### config.mk
export PLATFORM = sky130hd
export DESIGN_NAME = sun_pll_ctrl
export DESIGN_NICKNAME = d
export VERILOG_FILES = /design/src/rtl/sun_pll_pkg.sv /design/src/rtl/sun_pll_tglsync.sv /design/src/rtl/sun_pll_ctrl.sv
export SDC_FILE = /design/constraint.sdc
export NUM_CORES = 1
export LEC_CHECK = 0
export ABC_AREA = 0
export CAP_MARGIN = 20
export CELL_PAD_IN_SITES_DETAIL_PLACEMENT = 1
export CELL_PAD_IN_SITES_GLOBAL_PLACEMENT = 1
export CORE_ASPECT_RATIO = 1.75
export CORE_MARGIN = 10
export CORE_UTILIZATION = 25
export CTS_CLUSTER_DIAMETER = 50
export CTS_CLUSTER_SIZE = 40
export DETAILED_ROUTE_END_ITERATION = 8
export GPL_TIMING_DRIVEN = 0
export HOLD_SLACK_MARGIN = 0.1
export PLACE_DENSITY = 0.61
export SYNTH_ARGS = -nofsm -noshare
export SYNTH_HDL_FRONTEND = slang
export SYNTH_SLANG_ARGS = --single-unit
### constraint.sdc
create_clock -name CK_REF -period 10.15 [get_ports CK_REF]
set_input_delay 1.015 -clock CK_REF [delete_from_list [all_inputs] [get_ports CK_REF]]
set_output_delay 1.015 -clock CK_REF [all_outputs]
set_load 0.02 [all_outputs]
### src/rtl/sun_pll_pkg.sv
// sun_pll_pkg: shared state encoding and default parameters for the PLL
// lock controller (sun_pll_ctrl, sun_pll_tglsync).
package sun_pll_pkg;

  localparam int WIN_CYC_DEF     = 256;
  localparam int CNT_W_DEF       = 12;
  localparam int SETTLE_CYC_DEF  = 1024;
  localparam int LOCK_CONSEC_DEF = 4;
  localparam int MAX_WIN_DEF     = 64;

  typedef enum logic [2:0] {
    ST_OFF,
    ST_SETTLE,
    ST_MEASURE,
    ST_LOCK,
    ST_FAIL
  } pll_state_e;

  // Bits needed to hold any value 0..v (at least one bit)
  function automatic int bits_for(input int unsigned v);
    return (v < 2) ? 1 : $clog2(v + 1);
  endfunction

endpackage

### src/rtl/sun_pll_tglsync.sv
// sun_pll_tglsync: brings the asynchronous prescaler toggle into the reference
// clock domain and flags every transition (rising or falling) as one pulse.
module sun_pll_tglsync (
  input  logic clk_i,
  input  logic rst_ni,
  input  logic tgl_i,
  output logic edge_o
);

  // [0],[1] form the synchronizer; [2] holds the previous synchronized level
  logic [2:0] sync_q;

  // Shift the toggle through the synchronizer and history flops
  always_ff @(posedge clk_i or negedge rst_ni) begin
    if (!rst_ni) begin
      sync_q <= '0;
    end else begin
      sync_q <= {sync_q[1:0], tgl_i};
    end
  end

  assign edge_o = sync_q[1] ^ sync_q[2];

endmodule

### src/rtl/sun_pll_ctrl.sv
// sun_pll_ctrl: PLL power-up / frequency-lock controller. Counts prescaler
// edges over fixed reference windows and declares lock after enough
// consecutive in-tolerance windows, or failure after too many windows.
// Optional build macro: SUN_PLL_CTRL_RELOCK_EN (lock is re-evaluated every
// window and a bad window returns to MEASURE); undefined, lock is sticky.
module sun_pll_ctrl
  import sun_pll_pkg::*;
#(
  parameter int WIN_CYC     = WIN_CYC_DEF,
  parameter int CNT_W       = CNT_W_DEF,
  parameter int SETTLE_CYC  = SETTLE_CYC_DEF,
  parameter int LOCK_CONSEC = LOCK_CONSEC_DEF,
  parameter int MAX_WIN     = MAX_WIN_DEF
) (
  input  logic             CK_REF,
  input  logic             RST_N,
  input  logic             EN,
  input  logic             DIV_TGL,
  input  logic [CNT_W-1:0] TARGET,
  input  logic [CNT_W-1:0] TOL,
  output logic             PWRUP_1V8,
  output logic             LOCKED,
  output logic             FAIL,
  output logic [CNT_W-1:0] CNT_LAST
);

  localparam int WIN_W  = bits_for(WIN_CYC - 1);
  localparam int SET_W  = bits_for(SETTLE_CYC - 1);
  localparam int PASS_W = bits_for(LOCK_CONSEC);
  localparam int LIM_W  = bits_for(MAX_WIN);

  localparam logic [WIN_W-1:0]  WIN_LAST = WIN_W'(WIN_CYC - 1);
  localparam logic [SET_W-1:0]  SET_LAST = SET_W'(SETTLE_CYC - 1);
  localparam logic [PASS_W-1:0] PASS_N   = PASS_W'(LOCK_CONSEC);
  localparam logic [LIM_W-1:0]  LIM_N    = LIM_W'(MAX_WIN);

  pll_state_e        state_q;
  logic [WIN_W-1:0]  win_q;
  logic [CNT_W-1:0]  cnt_q, cnt_d, cnt_last_q;
  logic [SET_W-1:0]  settle_q;
  logic [PASS_W-1:0] pass_q, pass_d;
  logic [LIM_W-1:0]  nwin_q, nwin_d;
  logic              pwrup_q, locked_q, fail_q;

  logic              edge_det;
  logic              counting, win_end, in_tol;
  logic [CNT_W:0]    diff, dev;

  sun_pll_tglsync u_tglsync (
    .clk_i  (CK_REF),
    .rst_ni (RST_N),
    .tgl_i  (DIV_TGL),
    .edge_o (edge_det)
  );

  // Window arithmetic: saturating edge count (including an edge landing on
  // the terminal cycle) and the absolute-deviation tolerance test
  always_comb begin
    counting = (state_q == ST_MEASURE) || (state_q == ST_LOCK);
    win_end  = (win_q == WIN_LAST);
    cnt_d    = cnt_q;
    if (edge_det && (cnt_q != {CNT_W{1'b1}})) begin
      cnt_d = cnt_q + 1'b1;
    end
    diff   = {1'b0, cnt_d} - {1'b0, TARGET};
    dev    = diff[CNT_W] ? -diff : diff;
    in_tol = (dev <= {1'b0, TOL});
    pass_d = in_tol ? pass_q + 1'b1 : '0;
    nwin_d = nwin_q + 1'b1;
  end

  // Controller state, window/edge/pass counters and registered outputs
  always_ff @(posedge CK_REF or negedge RST_N) begin
    if (!RST_N) begin
      state_q    <= ST_OFF;
      win_q      <= '0;
      cnt_q      <= '0;
      cnt_last_q <= '0;
      settle_q   <= '0;
      pass_q     <= '0;
      nwin_q     <= '0;
      pwrup_q    <= 1'b0;
      locked_q   <= 1'b0;
      fail_q     <= 1'b0;
    end else begin
      // A completed window is always published, even if EN drops this cycle
      if (counting && win_end) begin
        cnt_last_q <= cnt_d;
      end
      if (!EN) begin
        state_q  <= ST_OFF;
        win_q    <= '0;
        cnt_q    <= '0;
        settle_q <= '0;
        pass_q   <= '0;
        nwin_q   <= '0;
        pwrup_q  <= 1'b0;
        locked_q <= 1'b0;
        fail_q   <= 1'b0;
      end else begin
        if (counting) begin
          if (win_end) begin
            win_q <= '0;
            cnt_q <= '0;
          end else begin
            win_q <= win_q + 1'b1;
            cnt_q <= cnt_d;
          end
        end
        unique case (state_q)
          ST_OFF: begin
            state_q  <= ST_SETTLE;
            settle_q <= '0;
            pwrup_q  <= 1'b1;
          end
          ST_SETTLE: begin
            if (settle_q == SET_LAST) begin
              state_q  <= ST_MEASURE;
              settle_q <= '0;
              win_q    <= '0;
              cnt_q    <= '0;
              pass_q   <= '0;
              nwin_q   <= '0;
            end else begin
              settle_q <= settle_q + 1'b1;
            end
          end
          ST_MEASURE: begin
            if (win_end) begin
              pass_q <= pass_d;
              nwin_q <= nwin_d;
              // Locking on the final allowed window wins over failing
              if (pass_d == PASS_N) begin
                state_q  <= ST_LOCK;
                locked_q <= 1'b1;
              end else if (nwin_d == LIM_N) begin
                state_q <= ST_FAIL;
                fail_q  <= 1'b1;
              end
            end
          end
          ST_LOCK: begin
`ifdef SUN_PLL_CTRL_RELOCK_EN
            if (win_end && !in_tol) begin
              state_q  <= ST_MEASURE;
              locked_q <= 1'b0;
              pass_q   <= '0;
              nwin_q   <= '0;
            end
`endif
          end
          ST_FAIL: begin
          end
          default: begin
            state_q <= ST_OFF;
          end
        endcase
      end
    end
  end

  assign PWRUP_1V8 = pwrup_q;
  assign LOCKED    = locked_q;
  assign FAIL      = fail_q;
  assign CNT_LAST  = cnt_last_q;

endmodule

# Word-level counts from Yosys, hierarchy flattened
# Index checks and enable logic that the tools add are counted.
# word_totals
regBits	61
out_inout_bits	15
mem_count	0
romBits	0
ram_bits	0
input_bits	28
wordCells	91
latch_bits	0
# classes
shift	0
muxes	41
reduce_logical	9
bitwise_logic	1
mul	0
eq_ne	21
addsub	7
n_div	0
magnitude_cmp	1
# ops
cell	count
$mux W12	6
$mux W8	5
$mux W3	9
$mux W7	3
$mux W10	2
$pmux W10 S2	1
$pmux W7 S2	1
$le A13 B12 Y1	1
$mux W13	1
$neg A13 Y13	1
$sub A12 B12 Y13	1
$add A12 B1 Y12 const B	1
$ne A12 B12 Y1 const B	1
$pmux W3 S4	1
$mux W1	11
$add A10 B1 Y10 const B	1
$eq A10 B10 Y1 const B	1
$ne A2 B1 Y1 const B	5
$add A8 B1 Y8 const B	1
$eq A8 B8 Y1 const B	1
$reduce_and A4 Y1	2
$add A7 B1 Y7 const B	1
$eq A7 B7 Y1 const B	1
$eq A3 B2 Y1 const B	2
other kinds (14)	20

# Logic depth before layout (Yosys ltp)
# depth
ltp_word	13
ltp_mapped	27
mapped_depth_nobuf	26

# Modules after synthesis
# Synthesis repeated with hierarchy kept, for this count alone.
# hier_totals
hier_cells	505
hier_area_um2	4454.3
# by_module_without_submodules
mod	seq_area_each_um2	area_per_inst_um2	instances	cells_per_inst
sun_pll_ctrl	1451.4	4370.4	1	501
sun_pll_tglsync	75.1	83.8	1	4

# Least setup slack after synthesis
# No wires, ideal clock.
# synth_timing
kind	reg-to-reg
startpoint	register cnt_q[6]
endpoint	register state_q[1]
required_ns	10.067
setup_slack_ns	4.818
n_path_buf	2
setup_time_ns	0.083
arrival_ns	5.249
stages_incl_launch_ff	26
period_less_slack_ns	5.332
cell_sequence	dfrtp_1 buf_2 nand4_1 o41ai_2 nor2_1 and4_1 clkbuf_1 and2_1 nand2_1 xnor2_1 ha_1 a21o_1 o311a_1 o211a_1 o21ai_0 nor2b_1 o21ai_0 xnor2_1 ha_1 a21o_1 a21oi_1 o2111ai_1 nand2_1 o2111ai_1 o21ba_2 o21ai_0
# synth_between
elab_chain_cells	13
elab_cells_between_ends	16
classes_between	add/sub (3); order compare (1); eq/ne (3); mux (7); reduce/logical (2)
# synth_lines
element	line	rtl
start: declaration	sun_pll_ctrl.sv:39	logic [CNT_W-1:0] cnt_q, cnt_d, cnt_last_q;
start signal: assignment	sun_pll_ctrl.sv:107	cnt_q <= cnt_d;
branches (longest 2 deep; another with $add A12 B1 Y12)	n/a	
$mux W12 (*)	sun_pll_ctrl.sv:62	if (edge_det && (cnt_q != {CNT_W{1'b1}})) begin
named net cnt_d[7]	sun_pll_ctrl.sv:39	
$sub A12 B12 Y13 (*)	sun_pll_ctrl.sv:65	diff = {1'b0, cnt_d} - {1'b0, TARGET};
$neg A13 Y13	sun_pll_ctrl.sv:66	dev = diff[CNT_W] ? -diff : diff;
$mux W13 (*)	sun_pll_ctrl.sv:66	
$le A13 B12 Y1 (*)	sun_pll_ctrl.sv:67	in_tol = (dev <= {1'b0, TOL});
$mux W3 (*)	sun_pll_ctrl.sv:68	pass_d = in_tol ? pass_q + 1'b1 : '0;
$eq A3 B3 Y1 (*)	sun_pll_ctrl.sv:133	if (pass_d == PASS_N) begin
$mux W3	sun_pll_ctrl.sv:133	
$mux W3	sun_pll_ctrl.sv:129	if (win_end) begin
$pmux W3 S4	sun_pll_ctrl.sv:110	unique case (state_q)
$mux W3	sun_pll_ctrl.sv:90	if (!EN) begin
end signal: assignment	sun_pll_ctrl.sv:91	state_q <= ST_OFF;
end signal: assignment	sun_pll_ctrl.sv:112	state_q <= ST_SETTLE;
end signal: assignment	sun_pll_ctrl.sv:134	state_q <= ST_LOCK;
end: declaration	sun_pll_ctrl.sv:37	pll_state_e state_q;
# Mark *: on every way through the listed nets, which the timed path passes. The select of a mux whose other input is x is not followed.
# A chain may end at the register's enable or synchronous reset.

# Worst setup path in the final report
# Ends and elaborated chain as after synthesis.

==> impl_metrics.prom <==
# TYPE chip_impl_metric gauge
chip_impl_info{name="result_of_the_run",value="completed"} 1
chip_impl_metric{name="cts.sink_count",unit=""} 61
chip_impl_metric{name="die_x_extent",unit="microns"} 119
chip_impl_metric{name="timing.final.max_slew_violations",unit=""} 0
chip_impl_metric{name="htree_levels",unit=""} 3
chip_impl_metric{name="finalHoldWorstSlack",unit="ns"} 0.350
chip_impl_metric{name="synth_enable_flop_cells",unit=""} 0
chip_impl_metric{name="post_cts_resized",unit=""} 0
chip_impl_info{name="critical_path_class",value="flip-flop to flip-flop"} 1
chip_impl_metric{name="multi_input_gate_area",unit="sq mm"} 0.00259
chip_impl_metric{name="synth.yosys.seq_area_share",unit=""} 0.353
chip_impl_metric{name="maximum_number_of_pins_on_one_net_before_global_route_repair",unit=""} 62
chip_impl_metric{name="gr-usage-all-layers",unit=""} 0.105
chip_impl_metric{name="timing.clock.skew",unit="ns"} 0.00574
chip_impl_metric{name="final.period_utilization",unit=""} 0.631
chip_impl_metric{name="syn-num-nets",unit=""} 552
chip_impl_metric{name="tritoncts.num_buffers",unit=""} 9
chip_impl_metric{name="clock_tree.buffer_depth",unit=""} 2
chip_impl_metric{name="async_reset_ff_frac",unit=""} 1.00
chip_impl_metric{name="drt_first_iter_violations",unit=""} 94
chip_impl_metric{name="crit_path_max_fanout",unit=""} 8
chip_impl_metric{name="drt_pass_1_iters",unit=""} 6
chip_impl_metric{name="route.detailed.drc",unit=""} 0
chip_impl_metric{name="first_global_vias",unit=""} 4169
chip_impl_metric{name="grt_pass1_wl",unit="microns"} 20500
chip_impl_metric{name="max-vdd-ir-drop",unit="uV"} 72.0
chip_impl_info{name="cts.root.buffer_cell",value="clkbuf_16"} 1
chip_impl_metric{name="yosys_warnings",unit=""} 0
chip_impl_metric{name="die_area",unit="sq mm"} 0.0232
chip_impl_metric{name="final_critical_path_required_period",unit="ns"} 6.41
chip_impl_metric{name="insertion_delay",unit="ns"} 0.33
chip_impl_metric{name="wire_per_inst",unit="microns"} 15.5
chip_impl_metric{name="netlist.area_leader.share",unit=""} 0.353
chip_impl_info{name="cts_tree",value="built"} 1
chip_impl_info{name="hold_path_class",value="flip-flop to flip-flop"} 1
chip_impl_info{name="timing.critical_path.from_type",value="flip-flop"} 1
chip_impl_metric{name="yosys_register_bits",unit=""} 61
chip_impl_metric{name="grt.overflow.total",unit=""} 0
chip_impl_metric{name="finish.net_count",unit=""} 605
chip_impl_metric{name="layout-drive-gt1-share",unit=""} 0.0836
chip_impl_metric{name="detailed_place_hpwl",unit="microns"} 9610
chip_impl_metric{name="core.rowCount",unit=""} 63
chip_impl_metric{name="initial_standard_cell_utilization_of_the_core",unit=""} 0.255
chip_impl_metric{name="routed_wl",unit="microns"} 12000
chip_impl_metric{name="final-hold-violation-count",unit=""} 0
chip_impl_metric{name="required",unit="ns"} 10.40
chip_impl_metric{name="timing.setup.tns",unit="ns"} 0
chip_impl_metric{name="power.static_leakage",unit="nW"} 2.46
chip_impl_info{name="endpoint_kind",value="flip-flop"} 1
chip_impl_info{name="synth_top_area_cell",value="dfrtp_1"} 1
chip_impl_metric{name="chipHeight",unit="microns"} 194
chip_impl_metric{name="via_per_inst",unit=""} 4.87
chip_impl_metric{name="cts.reportedPaths.clkPinSlew",unit="ns"} 0.05
chip_impl_info{name="most_frequently_used_flop_master_after_synthesis",value="dfrtp_1"} 1
chip_impl_metric{name="syn2layout_area_growth",unit="%"} 23.5
chip_impl_metric{name="area.sequential",unit="sq mm"} 0.00153
chip_impl_metric{name="core_area",unit="sq mm"} 0.0169
chip_impl_metric{name="final.setup.worst_slack",unit="ns"} 3.74
chip_impl_info{name="rsz0062_at_grt",value="no"} 1
chip_impl_metric{name="synthCells",unit=""} 493
chip_impl_metric{name="place_worst_setup_slack",unit="ns"} 3.72
chip_impl_metric{name="synth_area",unit="sq mm"} 0.00433
chip_impl_metric{name="hold_buffers",unit=""} 0
chip_impl_metric{name="syn-mean-instance-area",unit="sq um"} 8.77
chip_impl_metric{name="worstMarginPinSlew",unit="ns"} 0.811
chip_impl_metric{name="worst_relative_slew_slack",unit=""} 0.459
chip_impl_metric{name="crit_arrival",unit="ns"} 6.65
chip_impl_metric{name="cap_viol_max_count",unit=""} 0
chip_impl_info{name="synthTopCellsByArea",value="dfrtp_1, ha_1, xor2_1"} 1
chip_impl_metric{name="grt_antenna_before_repair",unit=""} 0
chip_impl_metric{name="clock.fmax",unit="MHz"} 156
chip_impl_metric{name="power_density",unit="mW/mm^2"} 158
chip_impl_metric{name="setup-violations-final",unit=""} 0
chip_impl_metric{name="vias",unit=""} 3787
chip_impl_metric{name="numPortBuffers",unit=""} 42
chip_impl_metric{name="filler_cell_count_in_the_final_layout",unit=""} 1979
chip_impl_metric{name="design.portCount",unit=""} 43
chip_impl_metric{name="post_cts.repair.setup_buffers",unit=""} 0
chip_impl_metric{name="ant_nets",unit=""} 0
chip_impl_metric{name="gp_routability_congestion",unit=""} 0.813
chip_impl_metric{name="yosys.cell_types.count",unit=""} 60
chip_impl_metric{name="total_power",unit="uW"} 845
chip_impl_metric{name="antennaDiodeCount",unit=""} 0
[per-layer routing]
metal / vias up / wire length, microns / global-route usage
met4: 0 / 223 / 0.0416
met1: 1895 / 4690 / 0.108
li1: 1846 / - / -
met5: - / 0 / 0
met3: 10 / 183 / 0.0128
met2: 36 / 6940 / 0.206
[cell families (layout without fill, tap and decap cells)]
group / Yosys count / count (layout) / share of synthesized area
fa+ha+maj: 31 / 31 / 0.0914
buf+inv: 52 / 109 / 0.0480
xor+xnor: 47 / 47 / 0.0952
simple gates: 179 / 179 / 0.207
compound gates: 110 / 110 / 0.173
mux: 13 / 13 / 0.0333
flops: 61 / 61 / 0.353
[through the flow]
stage | cell area (sq um) | std cells | util
after global placement | 5030 | 762 | 0.297
final | 5340 | 777 | 0.315
after CTS | 5340 | 777 | 0.315
after detailed placement | 5030 | 762 | 0.297
after floorplan | 4330 | 493 | -
after global routing | 5340 | 777 | 0.315
[where the power goes]
group | total (mW) | leakage (nW) | internal, mW | switching [mW]
Combinational | 0.248 | 1.47 | 0.0978 | 0.150
Clock | 0.328 | 0.152 | 0.220 | 0.108
Sequential | 0.269 | 0.839 | 0.256 | 0.0129
Total | 0.845 | 2.46 | 0.574 | 0.271
[path summary, 6_finish.rpt]
path | cells after the start | slack [ns] | endpoint | from
min in group asynchronous | 1 | 0.76 | CNT_LAST[0] | RST_N
worst max register to register | 25 | 3.74 | state_q[1] | cnt_q[6]
worst min-delay path | 0 | 0.35 | u_tglsync.sync_q[1] | u_tglsync.sync_q[0]
worst max-delay path | 25 | 3.74 | state_q[1] | cnt_q[6]
max in group asynchronous | 1 | 8.83 | settle_q[5] | RST_N
worst min register to register | 0 | 0.35 | u_tglsync.sync_q[1] | u_tglsync.sync_q[0]
[cells in the mapped netlist (2+ instances only)]
library cell  instances
dfrtp_1              61
nor2_1               55
nand2_1              39
inv_1                38
o21ai_0              31
ha_1                 30
xor2_1               25
xnor2_1              22
a21oi_1              20
nand3_1              17
and3_1               11
mux2_2               11
nand4_1              10
a21o_1                9
clkbuf_1              9
nand2b_1              8
nor3_1                8
nor2b_1               7
o31ai_1               6
o41ai_1               5
or3_1                 5
and2_1                4
and4_1                4
buf_2                 4
a211oi_1              3
a22o_1                3
o2111ai_1             3
o21a_1                3
or2_2                 3
a211o_1               2
a31o_2                2
a31oi_1               2
mux2i_1               2
o211a_1               2
o211ai_1              2
o21ai_1               2
o22ai_1               2
[worst max-delay path, cell delays in order, from the launching register on]
cell	delay (ns)
dfrtp_1	0.31
buf_2	0.19
nand4_1	0.16
o41ai_2	0.70
nor2_1	0.17
and4_1	0.24
clkbuf_1	0.16
and2_1	0.21
nand2_1	0.08
xnor2_1	0.13
ha_1	0.33
a21o_1	0.24
o311a_1	0.44
o211a_1	0.25
o21ai_0	0.25
nor2b_1	0.44
o21ai_0	0.20
xnor2_1	0.17
ha_1	0.30
a21o_1	0.19
a21oi_1	0.20
o2111ai_1	0.15
nand2_1	0.19
o2111ai_1	0.23
o21ba_2	0.27
o21ai_0	0.15
[sequential cells by signal, indices dropped and copies added (netlist names)]
register and count:
LOCKED 1, CNT_LAST 12, nwin_q 7, FAIL 1, u_tglsync.sync_q 3, win_q 8, cnt_q 12, state_q 3
pass_q 3, PWRUP_1V8 1, settle_q 10
[area by class of cell]
cell class              instances  area share
plain buffers                  14      0.0122
clock buffers                  11      0.0454
clock inverters                 4      0.0136
inverters                      38      0.0267
multi-input cells             380       0.485
flip-flops and latches         61       0.286
well taps                     227      0.0532
repair buffers                 42      0.0782
[cells in the final DEF, fill, tap and decap left out, types with 4 or more instances in the layout]
| cell type | instances |
|---|---|
| clkdlybuf4s50_1 | 41 |
| inv_1 | 38 |
| nor3_1 | 8 |
| a21o_1 | 9 |
| nand3_1 | 17 |
| a21oi_1 | 20 |
| or3_1 | 5 |
| xnor2_1 | 22 |
| ha_1 | 30 |
| o41ai_1 | 5 |
| xor2_1 | 25 |
| and4_1 | 4 |
| nor2b_1 | 7 |
| dfrtp_1 | 61 |
| and3_1 | 11 |
| nand2_1 | 39 |
| clkbuf_1 | 10 |
| buf_2 | 4 |
| mux2_2 | 11 |
| nor2_1 | 55 |
| o31ai_1 | 6 |
| and2_1 | 4 |
| o21ai_0 | 31 |
| clkbuf_16 | 9 |
| nand4_1 | 10 |
| nand2b_1 | 8 |
No activity file was read; power rests on OpenSTA's default activity.
